<file path="src/rtl/uart_rx_frame_pkg.sv">
// Shared definitions for the UART receive path: FSM encoding, parity types,
// legal oversampling ratios and the 3-sample vote.
package uart_rx_frame_pkg;

  typedef enum logic [2:0] {
    ST_IDLE   = 3'd0,
    ST_START  = 3'd1,
    ST_DATA   = 3'd2,
    ST_PARITY = 3'd3,
    ST_STOP   = 3'd4
  } rx_state_t;

  localparam logic PAR_EVEN = 1'b0;
  localparam logic PAR_ODD  = 1'b1;

  localparam int PRESCALE_X8  = 8;
  localparam int PRESCALE_X16 = 16;
  localparam int PRESCALE_X32 = 32;

  function automatic logic majority3(input logic [2:0] s);
    return (s[0] & s[1]) | (s[0] & s[2]) | (s[1] & s[2]);
  endfunction

endpackage

</file>
<file path="src/rtl/uart_rx_sampler.sv">
// Takes three samples of the synchronised line around mid-bit and votes;
// sample_done marks the cycle where the voted bit is ready.
module uart_rx_sampler
  import uart_rx_frame_pkg::*;
#(
  parameter int PRESCALE_WIDTH = 6
) (
  input  logic                      CLK,
  input  logic                      rx_s,
  input  logic [PRESCALE_WIDTH-1:0] edge_cnt,
  input  logic [PRESCALE_WIDTH-1:0] prescale,
  output logic                      bit_val,
  output logic                      sample_done
);

  logic [PRESCALE_WIDTH-1:0] half;
  logic [2:0]                smp;

  assign half = prescale >> 1;

  always_ff @(posedge CLK) begin
    if (edge_cnt == half - PRESCALE_WIDTH'(1)) smp[0] <= rx_s;
    if (edge_cnt == half)                      smp[1] <= rx_s;
    if (edge_cnt == half + PRESCALE_WIDTH'(1)) smp[2] <= rx_s;
  end

  assign sample_done = (edge_cnt == half + PRESCALE_WIDTH'(2));
  assign bit_val     = majority3(smp);

endmodule

</file>
<file path="src/rtl/uart_rx_frame.sv">
// Oversampling UART receiver: deserialises one frame and holds the byte with a
// level qualifier until the next start bit, for a downstream bus synchroniser.
module uart_rx_frame
  import uart_rx_frame_pkg::*;
#(
  parameter int DATA_WIDTH     = 8,
  parameter int PRESCALE_WIDTH = 6
) (
  input  logic                      CLK,
  input  logic                      RST,
  input  logic                      RX_IN,
  input  logic [PRESCALE_WIDTH-1:0] PRESCALE,
  input  logic                      PAR_EN,
  input  logic                      PAR_TYP,
  output logic [DATA_WIDTH-1:0]     P_DATA,
  output logic                      data_valid,
  output logic                      parity_error,
  output logic                      framing_error
);

  localparam int BIT_CW = (DATA_WIDTH > 1) ? $clog2(DATA_WIDTH) : 1;

  rx_state_t                 state;
  logic                      rx_meta;
  logic                      rx_s;
  logic [PRESCALE_WIDTH-1:0] edge_cnt;
  logic [PRESCALE_WIDTH-1:0] presc;
  logic [BIT_CW-1:0]         bit_cnt;
  logic                      par_en_l;
  logic                      par_typ_l;
  logic                      par_bad;
  logic [DATA_WIDTH-1:0]     shift;
  logic                      bit_val;
  logic                      sample_done;
  logic                      edge_last;
  logic                      par_exp;

  // Line synchroniser resets to idle-high so reset never looks like a start bit
  always_ff @(posedge CLK or negedge RST) begin
    if (!RST) begin
      rx_meta <= 1'b1;
      rx_s    <= 1'b1;
    end else begin
      rx_meta <= RX_IN;
      rx_s    <= rx_meta;
    end
  end

  uart_rx_sampler #(
    .PRESCALE_WIDTH(PRESCALE_WIDTH)
  ) u_sampler (
    .CLK        (CLK),
    .rx_s       (rx_s),
    .edge_cnt   (edge_cnt),
    .prescale   (presc),
    .bit_val    (bit_val),
    .sample_done(sample_done)
  );

  assign edge_last = (edge_cnt == presc - PRESCALE_WIDTH'(1));
  assign par_exp   = (^shift) ^ (par_typ_l == PAR_ODD);

  always_ff @(posedge CLK) begin
    if (state == ST_DATA && sample_done) shift <= {bit_val, shift[DATA_WIDTH-1:1]};
  end

  always_ff @(posedge CLK or negedge RST) begin
    if (!RST) begin
      state         <= ST_IDLE;
      edge_cnt      <= '0;
      bit_cnt       <= '0;
      presc         <= '0;
      par_en_l      <= 1'b0;
      par_typ_l     <= 1'b0;
      par_bad       <= 1'b0;
      P_DATA        <= '0;
      data_valid    <= 1'b0;
      parity_error  <= 1'b0;
      framing_error <= 1'b0;
    end else begin
      case (state)
        ST_IDLE: begin
          edge_cnt <= '0;
          bit_cnt  <= '0;
          if (!rx_s) begin
            state         <= ST_START;
            presc         <= PRESCALE;
            par_en_l      <= PAR_EN;
            par_typ_l     <= PAR_TYP;
            par_bad       <= 1'b0;
            data_valid    <= 1'b0;
            parity_error  <= 1'b0;
            framing_error <= 1'b0;
          end
        end
        ST_START: begin
          edge_cnt <= edge_last ? '0 : edge_cnt + PRESCALE_WIDTH'(1);
          if (sample_done && bit_val) begin
            state    <= ST_IDLE;
            edge_cnt <= '0;
          end else if (edge_last) begin
            state <= ST_DATA;
          end
        end
        ST_DATA: begin
          edge_cnt <= edge_last ? '0 : edge_cnt + PRESCALE_WIDTH'(1);
          if (edge_last) begin
            if (bit_cnt == BIT_CW'(DATA_WIDTH - 1)) begin
              bit_cnt <= '0;
              state   <= par_en_l ? ST_PARITY : ST_STOP;
            end else begin
              bit_cnt <= bit_cnt + BIT_CW'(1);
            end
          end
        end
        ST_PARITY: begin
          edge_cnt <= edge_last ? '0 : edge_cnt + PRESCALE_WIDTH'(1);
          if (sample_done) par_bad <= (bit_val != par_exp);
          if (edge_last) state <= ST_STOP;
        end
        ST_STOP: begin
          edge_cnt <= edge_last ? '0 : edge_cnt + PRESCALE_WIDTH'(1);
          // Leave at mid-stop so a short stop bit or a following start is not missed
          if (sample_done) begin
            state    <= ST_IDLE;
            edge_cnt <= '0;
            if (bit_val && !par_bad) begin
              P_DATA     <= shift;
              data_valid <= 1'b1;
            end
            if (!bit_val) framing_error <= 1'b1;
            if (par_bad)  parity_error  <= 1'b1;
          end else if (edge_last) begin
            state <= ST_IDLE;
          end
        end
        default: begin
          state    <= ST_IDLE;
          edge_cnt <= '0;
        end
      endcase
    end
  end

endmodule
</file>
<file path="config.mk">
export PLATFORM = sky130hd
export DESIGN_NAME = uart_rx_frame
export DESIGN_NICKNAME = d
export VERILOG_FILES = /design/src/rtl/uart_rx_frame_pkg.sv /design/src/rtl/uart_rx_sampler.sv /design/src/rtl/uart_rx_frame.sv
export SDC_FILE = /design/constraint.sdc
export NUM_CORES = 1
export LEC_CHECK = 0
export CAP_MARGIN = 20
export CORE_MARGIN = 1.5
export CORE_UTILIZATION = 55
export CTS_CLUSTER_SIZE = 40
export DETAILED_ROUTE_END_ITERATION = 8
export MAX_ROUTING_LAYER = met4
export PLACE_DENSITY = 0.76
export SYNTH_ARGS = -nofsm -noshare
export SYNTH_HDL_FRONTEND = slang
export SYNTH_HIERARCHICAL = 1
export SYNTH_SLANG_ARGS = --single-unit
</file>
<file path="constraint.sdc">
create_clock -name CLK -period 3 [get_ports CLK]
set_input_delay 0.6 -clock CLK [delete_from_list [all_inputs] [get_ports CLK]]
set_output_delay 0.6 -clock CLK [all_outputs]
set_load 0.03 [all_outputs]
</file>
# --- Word-level counts from Yosys, hierarchy flattened ---
# Index checks and enable logic that the tools add are counted.
word_totals:
  ff_bits: 45
  latch_bits: 0
  mem_bits_rw: 0
  mem_bits_ro: 0
  in_bits: 11
  word_cells: 99
  n_memories: 0
classes:
  n_addsub: 6
  n_mul: 0
  n_div: 0
  n_lt_le_gt_ge: 0
  eq_ne: 22
  shifts: 0
  mux: 29
  n_bitwise: 7
  n_reduce_logical: 18
ops:
  columns: ["op", "n"]
  rows:
  - ["$mux W3", 11]
  - ["$eq A6 B6 Y1", 4]
  - ["$mux W6", 3]
  - ["$pmux W6 S3", 1]
  - ["$ne A2 B2 Y1 const B", 8]
  - ["$pmux W3 S5", 1]
  - ["$reduce_and A4 Y1", 3]
  - ["$mux W1", 8]
  - ["$pmux W1 S2", 4]
  - ["$reduce_xor A8 Y1", 1]
  - ["$add A5 B1 Y6 const B", 1]
  - ["$add A5 B2 Y6 const B", 1]
  - ["$add A6 B1 Y6 const B", 1]
  - ["$eq A3 B2 Y1 const B", 2]
  - ["$eq A3 B3 Y1 const B", 2]
  - ["$eq A6 B5 Y1", 1]
  - ["$ne A3 B3 Y1 const B", 2]
  - ["$pmux W3 S2", 1]
  - ["$reduce_and A3 Y1", 2]
  - ["$reduce_and A6 Y1", 1]
  - ["$reduce_bool A2 Y1", 3]
  - ["$sub A5 B1 Y6 const B", 1]
  - ["$sub A6 B1 Y6 const B", 1]
  - ["$reduce_and A2 Y1", 2]
  - ["12 further kinds", 17]

# --- Logic depth before layout (Yosys ltp) ---
# Gate-level depths: netlist of run 1.
depth:
  word_depth: 7
  mapped_depth: 9
  mapped_depth_nobuf: 9

# --- By module ---
# The synthesis of run 1 kept the hierarchy.
modules_own_cells:
  columns: ["mod", "instances", "cells_each", "area_per_inst_um2", "seq_area_each_um2"]
  rows:
  - ["uart_rx_frame", 1, 164, 1995.7, 1093.5]
  - ["uart_rx_sampler", 1, 56, 484.2, 90.1]

# --- Worst setup path before layout of run 1 ---
# No wires, ideal clock.
synth_path:
  path_type: "reg2reg"
  startpoint: "register presc[4]"
  endpoint: "register state[0]"
  t_arrival_ns: 2.426
  t_required_ns: 2.875
  slack_ns: 0.449
  path_stages_with_launch: 10
  path_cell_list: "dfrtp_1 buf_2 or3b_1 nand3_1 a31oi_1 nor3_1 nand2_1 a211oi_1 a221oi_4 mux2_4"
synth_between:
  elab_chain_cells: 5
  word_cells_on_any_way: 13
  cone_classes: "add/sub (2); eq/ne (6); mux (3); reduce/logical (2)"
synth_rtl:
  columns: ["element", "line_no", "rtl"]
  rows:
  - ["start, declared", "uart_rx_frame.sv:27", "logic [PRESCALE_WIDTH-1:0] presc;"]
  - ["start signal, assigned", "uart_rx_frame.sv:72", "presc <= '0;"]
  - ["start signal, assigned", "uart_rx_frame.sv:87", "presc <= PRESCALE;"]
  - ["$add A5 B2 Y6 *", "uart_rx_sampler.sv:27", "assign sample_done = (edge_cnt == half + PRESCALE_WIDTH'(2));"]
  - ["$eq A6 B6 Y1 *", "uart_rx_sampler.sv:27", null]
  - ["named net sample_done", "uart_rx_frame.sv:34", "logic sample_done;"]
  - ["$logic_and A1 B1 Y1", "uart_rx_frame.sv:98", "if (sample_done && bit_val) begin"]
  - ["$ne A3 B3 Y1 (no line) or $mux W3 (tied branches)", null, null]
  - ["$reduce_and A6 Y1 (no line) or $pmux W3 S5 (tied branches)", null, null]
  - ["end signal, assigned", "uart_rx_frame.sv:110", "state <= par_en_l ? ST_PARITY : ST_STOP;"]
  - ["end, declared", "uart_rx_frame.sv:23", "rx_state_t state;"]
# Mark *: on every way through the listed nets, which the timed path passes. The rest lies on a longest branch.
# A chain may end at the register's enable or synchronous reset.

# --- Final worst setup path of run 1 ---
layout_path:
  startpoint: "register edge_cnt[3]"
  endpoint: "register state[2]"
layout_between:
  elab_chain_cells: 4
  word_cells_on_any_way: 11
  cone_classes: "eq/ne (6); mux (3); reduce/logical (2)"
layout_rtl:
  columns: ["element", "line_no", "rtl"]
  rows:
  - ["start, declared", "uart_rx_frame.sv:26", "logic [PRESCALE_WIDTH-1:0] edge_cnt;"]
  - ["start signal, assigned", "uart_rx_frame.sv:97", "edge_cnt <= edge_last ? '0 : edge_cnt + PRESCALE_WIDTH'(1);"]
  - ["start signal, assigned", "uart_rx_frame.sv:106", "edge_cnt <= edge_last ? '0 : edge_cnt + PRESCALE_WIDTH'(1);"]
  - ["start signal, assigned", "uart_rx_frame.sv:117", "edge_cnt <= edge_last ? '0 : edge_cnt + PRESCALE_WIDTH'(1);"]
  - ["$eq A6 B6 Y1 *", "uart_rx_sampler.sv:27", null]
  - ["named net sample_done", "uart_rx_frame.sv:34", null]
  - ["$logic_and A1 B1 Y1", "uart_rx_frame.sv:98", null]
  - ["$ne A3 B3 Y1 (no line) or $mux W3 (tied branches)", null, null]
  - ["$reduce_and A6 Y1 (no line) or $pmux W3 S5 (tied branches)", null, null]
# Marks and branches as above.

==> results of run 1 <==
worst min path at each step:
stage / from / endpoint / slack [ns] / cells after the start
after floorplan: RST / P_DATA[0] / 0.30 / 0
after global placement: rx_meta / rx_s / 0.35 / 0
after detailed placement: rx_meta / rx_s / 0.35 / 0
after CTS: rx_meta / rx_s / 0.36 / 0
after global routing: rx_meta / rx_s / 0.36 / 0
final: rx_meta / rx_s / 0.36 / 0
logic make-up (layout without fill, tap and decap cells):
group / count (synthesis) / count (layout)
adder cells (fa/ha/maj): 9 / 9
buffers and inverters: 12 / 46
XOR/XNOR: 32 / 32
flip-flops: 45 / 45
AO/OA/AOI/OAI: 32 / 32
AND/OR/NAND/NOR: 73 / 73
multiplexers: 17 / 17
Yosys cell counts, types with 4 or more instances:
cell / instances
a21oi_1: 8
a31oi_1: 5
and2_1: 5
and3_1: 4
dfrtp_1: 32
edfxtp_1: 11
ha_1: 8
inv_1: 6
mux2_2: 15
nand2_1: 16
nand3_1: 7
nor2_1: 12
nor2b_1: 6
o21ai_0: 7
xnor2_1: 22
xor2_1: 9
layout make-up:
class                   count  area [um^2]  area share (%)
multi-input cells         163         1254           43.23
flip-flops and latches     45         1184           40.81
repair buffers             32        292.8           10.09
clock buffers               6        72.57           2.502
well taps                  52        65.06           2.243
inverters                   6        22.52          0.7765
clock inverters             2        10.01          0.3451
sequential cells by signal, indices dropped and copies added, names as in the netlist, 3 cells and up:
| name | count |
|---|---|
| presc | 6 |
| edge_cnt | 6 |
| shift | 8 |
| P_DATA | 8 |
| state | 3 |
| u_sampler/smp | 3 |
| bit_cnt | 3 |
power by group through the flow:
stage          clock network (mW)  logic, mW  registers [mW]
2_1_floorplan                   0      0.863           0.900
3_3_place_gp                    0       1.19           0.888
3_5_place_dp                    0       1.19           0.896
4_1_cts                     0.370       1.21           0.886
5_1_grt                     0.396       1.33           0.911
6_report                    0.362       1.22           0.885
critical path, stage by stage (launching register included):
cell and delay [ns]:
dfrtp_1 0.50, or3b_1 0.41, nand3_1 0.09, a31oi_1 0.10
nor3_2 0.38, nand2_1 0.20, a211oi_1 0.41, a221oi_4 0.11
mux2_4 0.33
per-layer routing:
| metal | wire [um] | track usage (%) |
|---|---|---|
| met3 | 222 | 5.195 |
| met5 | 0 | - |
| met4 | 22 | 5.128 |
| met1 | 2403 | 33.81 |
| met2 | 2217 | 30.79 |
layout by cell type, fill, tap and decap left out, drive strengths merged, types with 6 or more instances in the layout:
master,instances
edfxtp,11
a21oi,8
nand2,16
mux2,17
xor2,10
nand3,7
buf,11
inv,6
clkdlybuf4s50,21
ha,8
clkbuf,6
xnor2,22
nor2,12
dfrtp,32
nor2b,6
o21ai,7
repair_timing:
item / in CTS / in global routing
hold endpoints to repair: 0 / 0
setup endpoints to repair: 0 / 2
gates resized for setup: 0 / 1
==> flow_metrics.py, run 1 <==
metrics = {
    "worst_setup_path": {
        "timing.rr.end": "state[2]",
        "crit_path_max_fanout": 8,
        "endpoint_kind": "flip-flop",
        "timing.rr.start": "edge_cnt[3]",
        "reg2reg_slack_ns": 0.36,
        "critPathKind": "reg2reg",
        "cp.arrival_ns": 2.82,
        "cp-endpoint": "state[2]",
        "critPathLaunchType": "flip-flop",
        "worst-r2r-cell-count": 8,
        "cp-startpoint": "edge_cnt[3]",
        "required_ns": 3.18,
    },
    "logic_synthesis": {
        "yosys_warnings": 6,
        "synth.cell_area_mm2": 0.002480,
        "synth_area_leaders": "dfrtp_1, edfxtp_1, xnor2_1",
        "synth_top_area_cell": "dfrtp_1",
        "synth_edf_count": 11,
        "synth_cell_types": 46,
        "synth_fa_ha_area_share_pct": 4.440,
        "ys.flop_type": "dfrtp_1",
        "synth_top_family_by_area": "simple AND/OR/NAND/NOR gates",
        "avgSynthCellArea_um2": 11.27,
        "synth_compound_area_share_pct": 9.384,
        "synth-seq-cells": 45,
        "synthMuxAreaShare_pct": 8.022,
        "yosysSeqAreaShare_pct": 47.73,
        "yosys.area.top_type_share_pct": 32.29,
        "syn_inst": 220,
        "synthSimpleGateAreaFrac_pct": 16.90,
        "syn_nets": 239,
        "synth-xor-area-share_pct": 11.60,
        "async_flop_share_pct": 75.56,
    },
    "detailed_routing": {
        "drtIter0Drc": 154,
        "viasPerCell": 5.641,
        "wire_per_inst_um": 15.90,
        "detail_route.first_pass.iterations": 4,
        "final_antenna_net_count": 0,
        "detail_route.wirelength_mm": 4.866,
        "vias": 1726,
        "drc": 0,
    },
    "run": {
        "maxCapViolCount": 0,
    },
    "pwr": {
        "ir_drop_mv": 0.4422,
        "switching_share_pct": 40.05,
        "powerDensity_mw_per_mm2": 849.3,
        "p_int_mw": 1.477,
        "p_leak_nw": 1.216,
        "seq_power_share_pct": 35.9,
        "power_switching_uw": 986.5,
        "totalPowerFinal_mw": 2.463,
        "power.share.clock_pct": 14.7,
        "power.share.combinational_pct": 49.4,
    },
    "clock_network": {
        "cts_sinks": 45,
        "cts-buffers-inserted": 5,
        "clock_latency_ns": 0.30,
        "clk_path_buf_depth": 2,
        "cts_setup_buffers": 0,
        "clkTransAtPathRegs_ns": 0.08,
        "cts_tree": "built",
        "h-tree-depth": 2,
        "hold_buffers": 0,
        "cts-root-buf": "clkbuf_8",
    },
    "placed_design": {
        "dp.cells": 298,
        "io_buffers": 21,
        "place_area_mm2": 0.002813,
        "gp_congestion": 0.8563,
        "pre_cts_slack_ns": 0.2383,
        "dp_hpwl_mm": 3.423,
    },
    "timing": {
        "setup_slack_ns": 0.3630,
        "worstMarginPinSlew_ns": 0.4841,
        "max_freq_mhz": 379.2,
        "setup_violations": 0,
        "fin_crit_sh_pct": 87.90,
        "finalHoldWorstSlack_ns": 0.3591,
        "period_needed_ns": 2.637,
        "hold_violations": 0,
        "slew_headroom_pct": 67.50,
        "drv_slew": 0,
        "clock-skew-final_ns": 0.005716,
        "rsz0062_at_grt": "false",
        "tns_ns": 0,
    },
    "grt": {
        "grt_overflow": 0,
        "grt_first_pass_wirelength_mm": 8.280,
        "grt_max_degree": 35,
        "grt_pass1_vias": 1639,
        "grt_usage_pct": 22.34,
        "antenna_found_initial": 0,
    },
    "floorplanning": {
        "die_area_mm2": 0.004921,
        "core_mm2": 0.004354,
        "fp.dieH_um": 70.15,
        "start_util_pct": 56.95,
        "chipWidth_um": 70.15,
        "ios": 22,
        "num_rows": 24,
    },
    "cells_and_area": {
        "design_area_mm2": 0.002900,
        "final_util_pct": 66.61,
        "n_fill_cell": 338,
        "drive_above_1_share_pct": 18.11,
        "final_cells": 306,
        "diodes": 0,
        "fin_nets": 272,
        "area_growth_pct": 16.95,
    },
    "hold_path": {
        "hold_path_class": "reg2reg",
    },
    "outcome": {
        "status": "finished clean",
    },
}
Power figures use the tool's default switching activity.
==> inputs of run 2 (changes only) <==
--- a/config.mk
+++ b/config.mk
@@ -8,7 +8,7 @@
 export CAP_MARGIN = 20
 export CORE_MARGIN = 1.5
 export CORE_UTILIZATION = 55
-export CTS_CLUSTER_SIZE = 40
+export CTS_CLUSTER_SIZE = 14
 export DETAILED_ROUTE_END_ITERATION = 8
 export MAX_ROUTING_LAYER = met4
 export PLACE_DENSITY = 0.76
==> results of run 2 <==
The final DEF is identical to that of run 1; final timing and power are the same.
==> inputs of run 3 (changes only) <==
--- a/config.mk
+++ b/config.mk
@@ -6,12 +6,14 @@
 export NUM_CORES = 1
 export LEC_CHECK = 0
 export CAP_MARGIN = 20
+export CORE_ASPECT_RATIO = 1.5
 export CORE_MARGIN = 1.5
 export CORE_UTILIZATION = 55
 export CTS_CLUSTER_SIZE = 14
 export DETAILED_ROUTE_END_ITERATION = 8
+export DONT_BUFFER_PORTS = 1
 export MAX_ROUTING_LAYER = met4
-export PLACE_DENSITY = 0.76
+export PLACE_DENSITY = 0.69
 export SYNTH_ARGS = -nofsm -noshare
 export SYNTH_HDL_FRONTEND = slang
 export SYNTH_HIERARCHICAL = 1
==> flow_metrics.py, run 3 (synthesis results as in run 1) <==
metrics = {
    "clock_network": {
        "cts_resized": 0,
        "cts-buffers-inserted": 5,
        "hold_buffers": 1,
        "clk_path_buf_depth": 2,
        "cts_setup_buffers": 0,
        "clock_latency_ns": 0.30,
        "cts_tree": "built",
        "cts-root-buf": "clkbuf_8",
        "cts_sinks": 45,
        "clkTransAtPathRegs_ns": 0.09,
        "h-tree-depth": 2,
    },
    "cells_and_area": {
        "top_regs": "P_DATA x8, shift x8",
        "final_cells": 282,
        "area_growth_pct": 10.49,
        "final_cell_mix": "dfrtp_1, xnor2_1, nand2_1, mux2_2, buf_4",
        "final_common_cell": "dfrtp_1",
        "n_fill_cell": 355,
        "drive_above_1_share_pct": 20.34,
        "final_util_pct": 64.00,
        "fin_nets": 254,
        "diodes": 0,
    },
    "detailed_routing": {
        "wire_per_inst_um": 19.14,
        "detail_route.first_pass.iterations": 6,
        "drtIter0Drc": 74,
        "vias": 1734,
        "viasPerCell": 6.149,
        "final_antenna_net_count": 0,
        "drc": 4,
        "detail_route.wirelength_mm": 5.398,
    },
    "timing": {
        "fin_crit_sh_pct": 90.70,
        "rsz0062_at_grt": "false",
        "setup_violations": 0,
        "tns_ns": 0,
        "hold_violations": 0,
        "slew_headroom_pct": 62.65,
        "drv_slew": 0,
        "worstMarginPinSlew_ns": 0.5559,
        "period_needed_ns": 2.721,
        "max_freq_mhz": 367.5,
        "clock-skew-final_ns": 0.007951,
    },
    "outcome": {
        "status": "complete, but fails checks",
        "violations": "DRC",
    },
    "worst_setup_path": {
        "required_ns": 3.19,
        "critPathKind": "reg2reg",
        "timing.rr.end": "state[2]",
        "reg2reg_slack_ns": 0.28,
        "crit_path_max_fanout": 8,
        "timing.rr.start": "presc[3]",
        "cp.arrival_ns": 2.91,
        "worst-r2r-cell-count": 9,
        "endpoint_kind": "flip-flop",
        "critPathLaunchType": "flip-flop",
    },
    "pwr": {
        "powerDensity_mw_per_mm2": 926.4,
        "ir_drop_mv": 0.5896,
        "p_leak_nw": 1.166,
    },
    "floorplanning": {
        "ios": 22,
        "core_mm2": 0.004282,
        "num_rows": 29,
        "die_area_mm2": 0.004929,
        "chipWidth_um": 57.83,
        "start_util_pct": 57.92,
        "fp.dieH_um": 85.24,
    },
    "grt": {
        "grt_max_degree": 33,
        "grtUsageMet1_pct": 25.69,
        "grt_overflow": 0,
        "top_usage_layer": "met2",
        "grt_first_pass_wirelength_mm": 8.811,
        "grt_usage_pct": 24.44,
        "met2_usage_pct": 43.49,
        "grt_pass1_vias": 1869,
        "antenna_found_initial": 0,
        "grtUsageMet3_pct": 3.811,
    },
    "placed_design": {
        "dp_hpwl_mm": 3.964,
        "gp_congestion": 0.8270,
        "dp.cells": 273,
        "io_buffers": 0,
    },
    "hold_path": {
        "hold_path_class": "in2async",
    },
    "run": {
        "maxCapViolCount": 0,
    },
}
## run 3: changes by cell type in the layout (fill, tap and decap cells not counted), sizes merged
cell,previous run,this run
clkdlybuf4s50,21,0
buf,11,14
bufinv,0,1
clkinv,2,1
clkinvlp,0,1
clkbuf,6,5
## run 3: worst max-delay path by stage
| stage | startpoint | end | cells past startpoint |
|---|---|---|---|
| 2_1_floorplan | presc[4] | state[0] | 9 |
| 3_3_place_gp | presc[3] | state[0] | 9 |
| 3_5_place_dp | presc[3] | state[2] | 9 |
| 4_1_cts | presc[3] | state[2] | 9 |
| 5_1_grt | presc[3] | state[0] | 9 |
| 6_report | presc[3] | state[2] | 9 |
## run 3: where the power goes
part           internal, mW  switching [mW]  total (mW)
registers             0.740           0.181       0.921
clock network         0.245           0.208       0.454
logic                 0.549           0.615        1.16
total                  1.53            1.00        2.54
## run 3: critical path, stage by stage (launching register included)
cell,delay (ns)
dfrtp_1,0.46
ha_1,0.25
nand3_1,0.12
nor3_1,0.16
a31oi_1,0.06
nor3_1,0.49
nand2_1,0.21
a211oi_1,0.43
a221oi_4,0.11
mux2_4,0.32
## run 3: final cells by class
type / instances / area (um^2) / share of cell area (%)
Clock buffer: 5 / 68.82 / 2.511
Clock inverter: 3 / 41.29 / 1.507
Inverter: 6 / 22.52 / 0.8219
Multi-Input combinational cell: 163 / 1249 / 45.57
Sequential cell: 45 / 1184 / 43.20
Tap cell: 46 / 57.56 / 2.100
Timing Repair Buffer: 14 / 117.6 / 4.292
## run 3: metal layers
| layer | wire (um) | vias to the layer above |
|---|---|---|
| li1 | - | 817 |
| met1 | 1993 | 849 |
| met2 | 3013 | 52 |
| met3 | 197 | 16 |
| met4 | 194 | 0 |
| met5 | 0 | - |
## run 3: stage by stage
step | hold slack [ns] | setup WS [ns] | instance area (um^2) | power (mW)
after global routing | 0.1142 | 0.1104 | 2740 | 2.698
final | 0.1223 | 0.2790 | 2740 | 2.539
after floorplan | 0.3044 | 0.4486 | 2480 | 1.763
after detailed placement | 0.3051 | 0.3318 | 2610 | 2.075
after CTS | 0.1233 | 0.3027 | 2740 | 2.547
after global placement | 0.3051 | 0.4281 | 2610 | 2.036
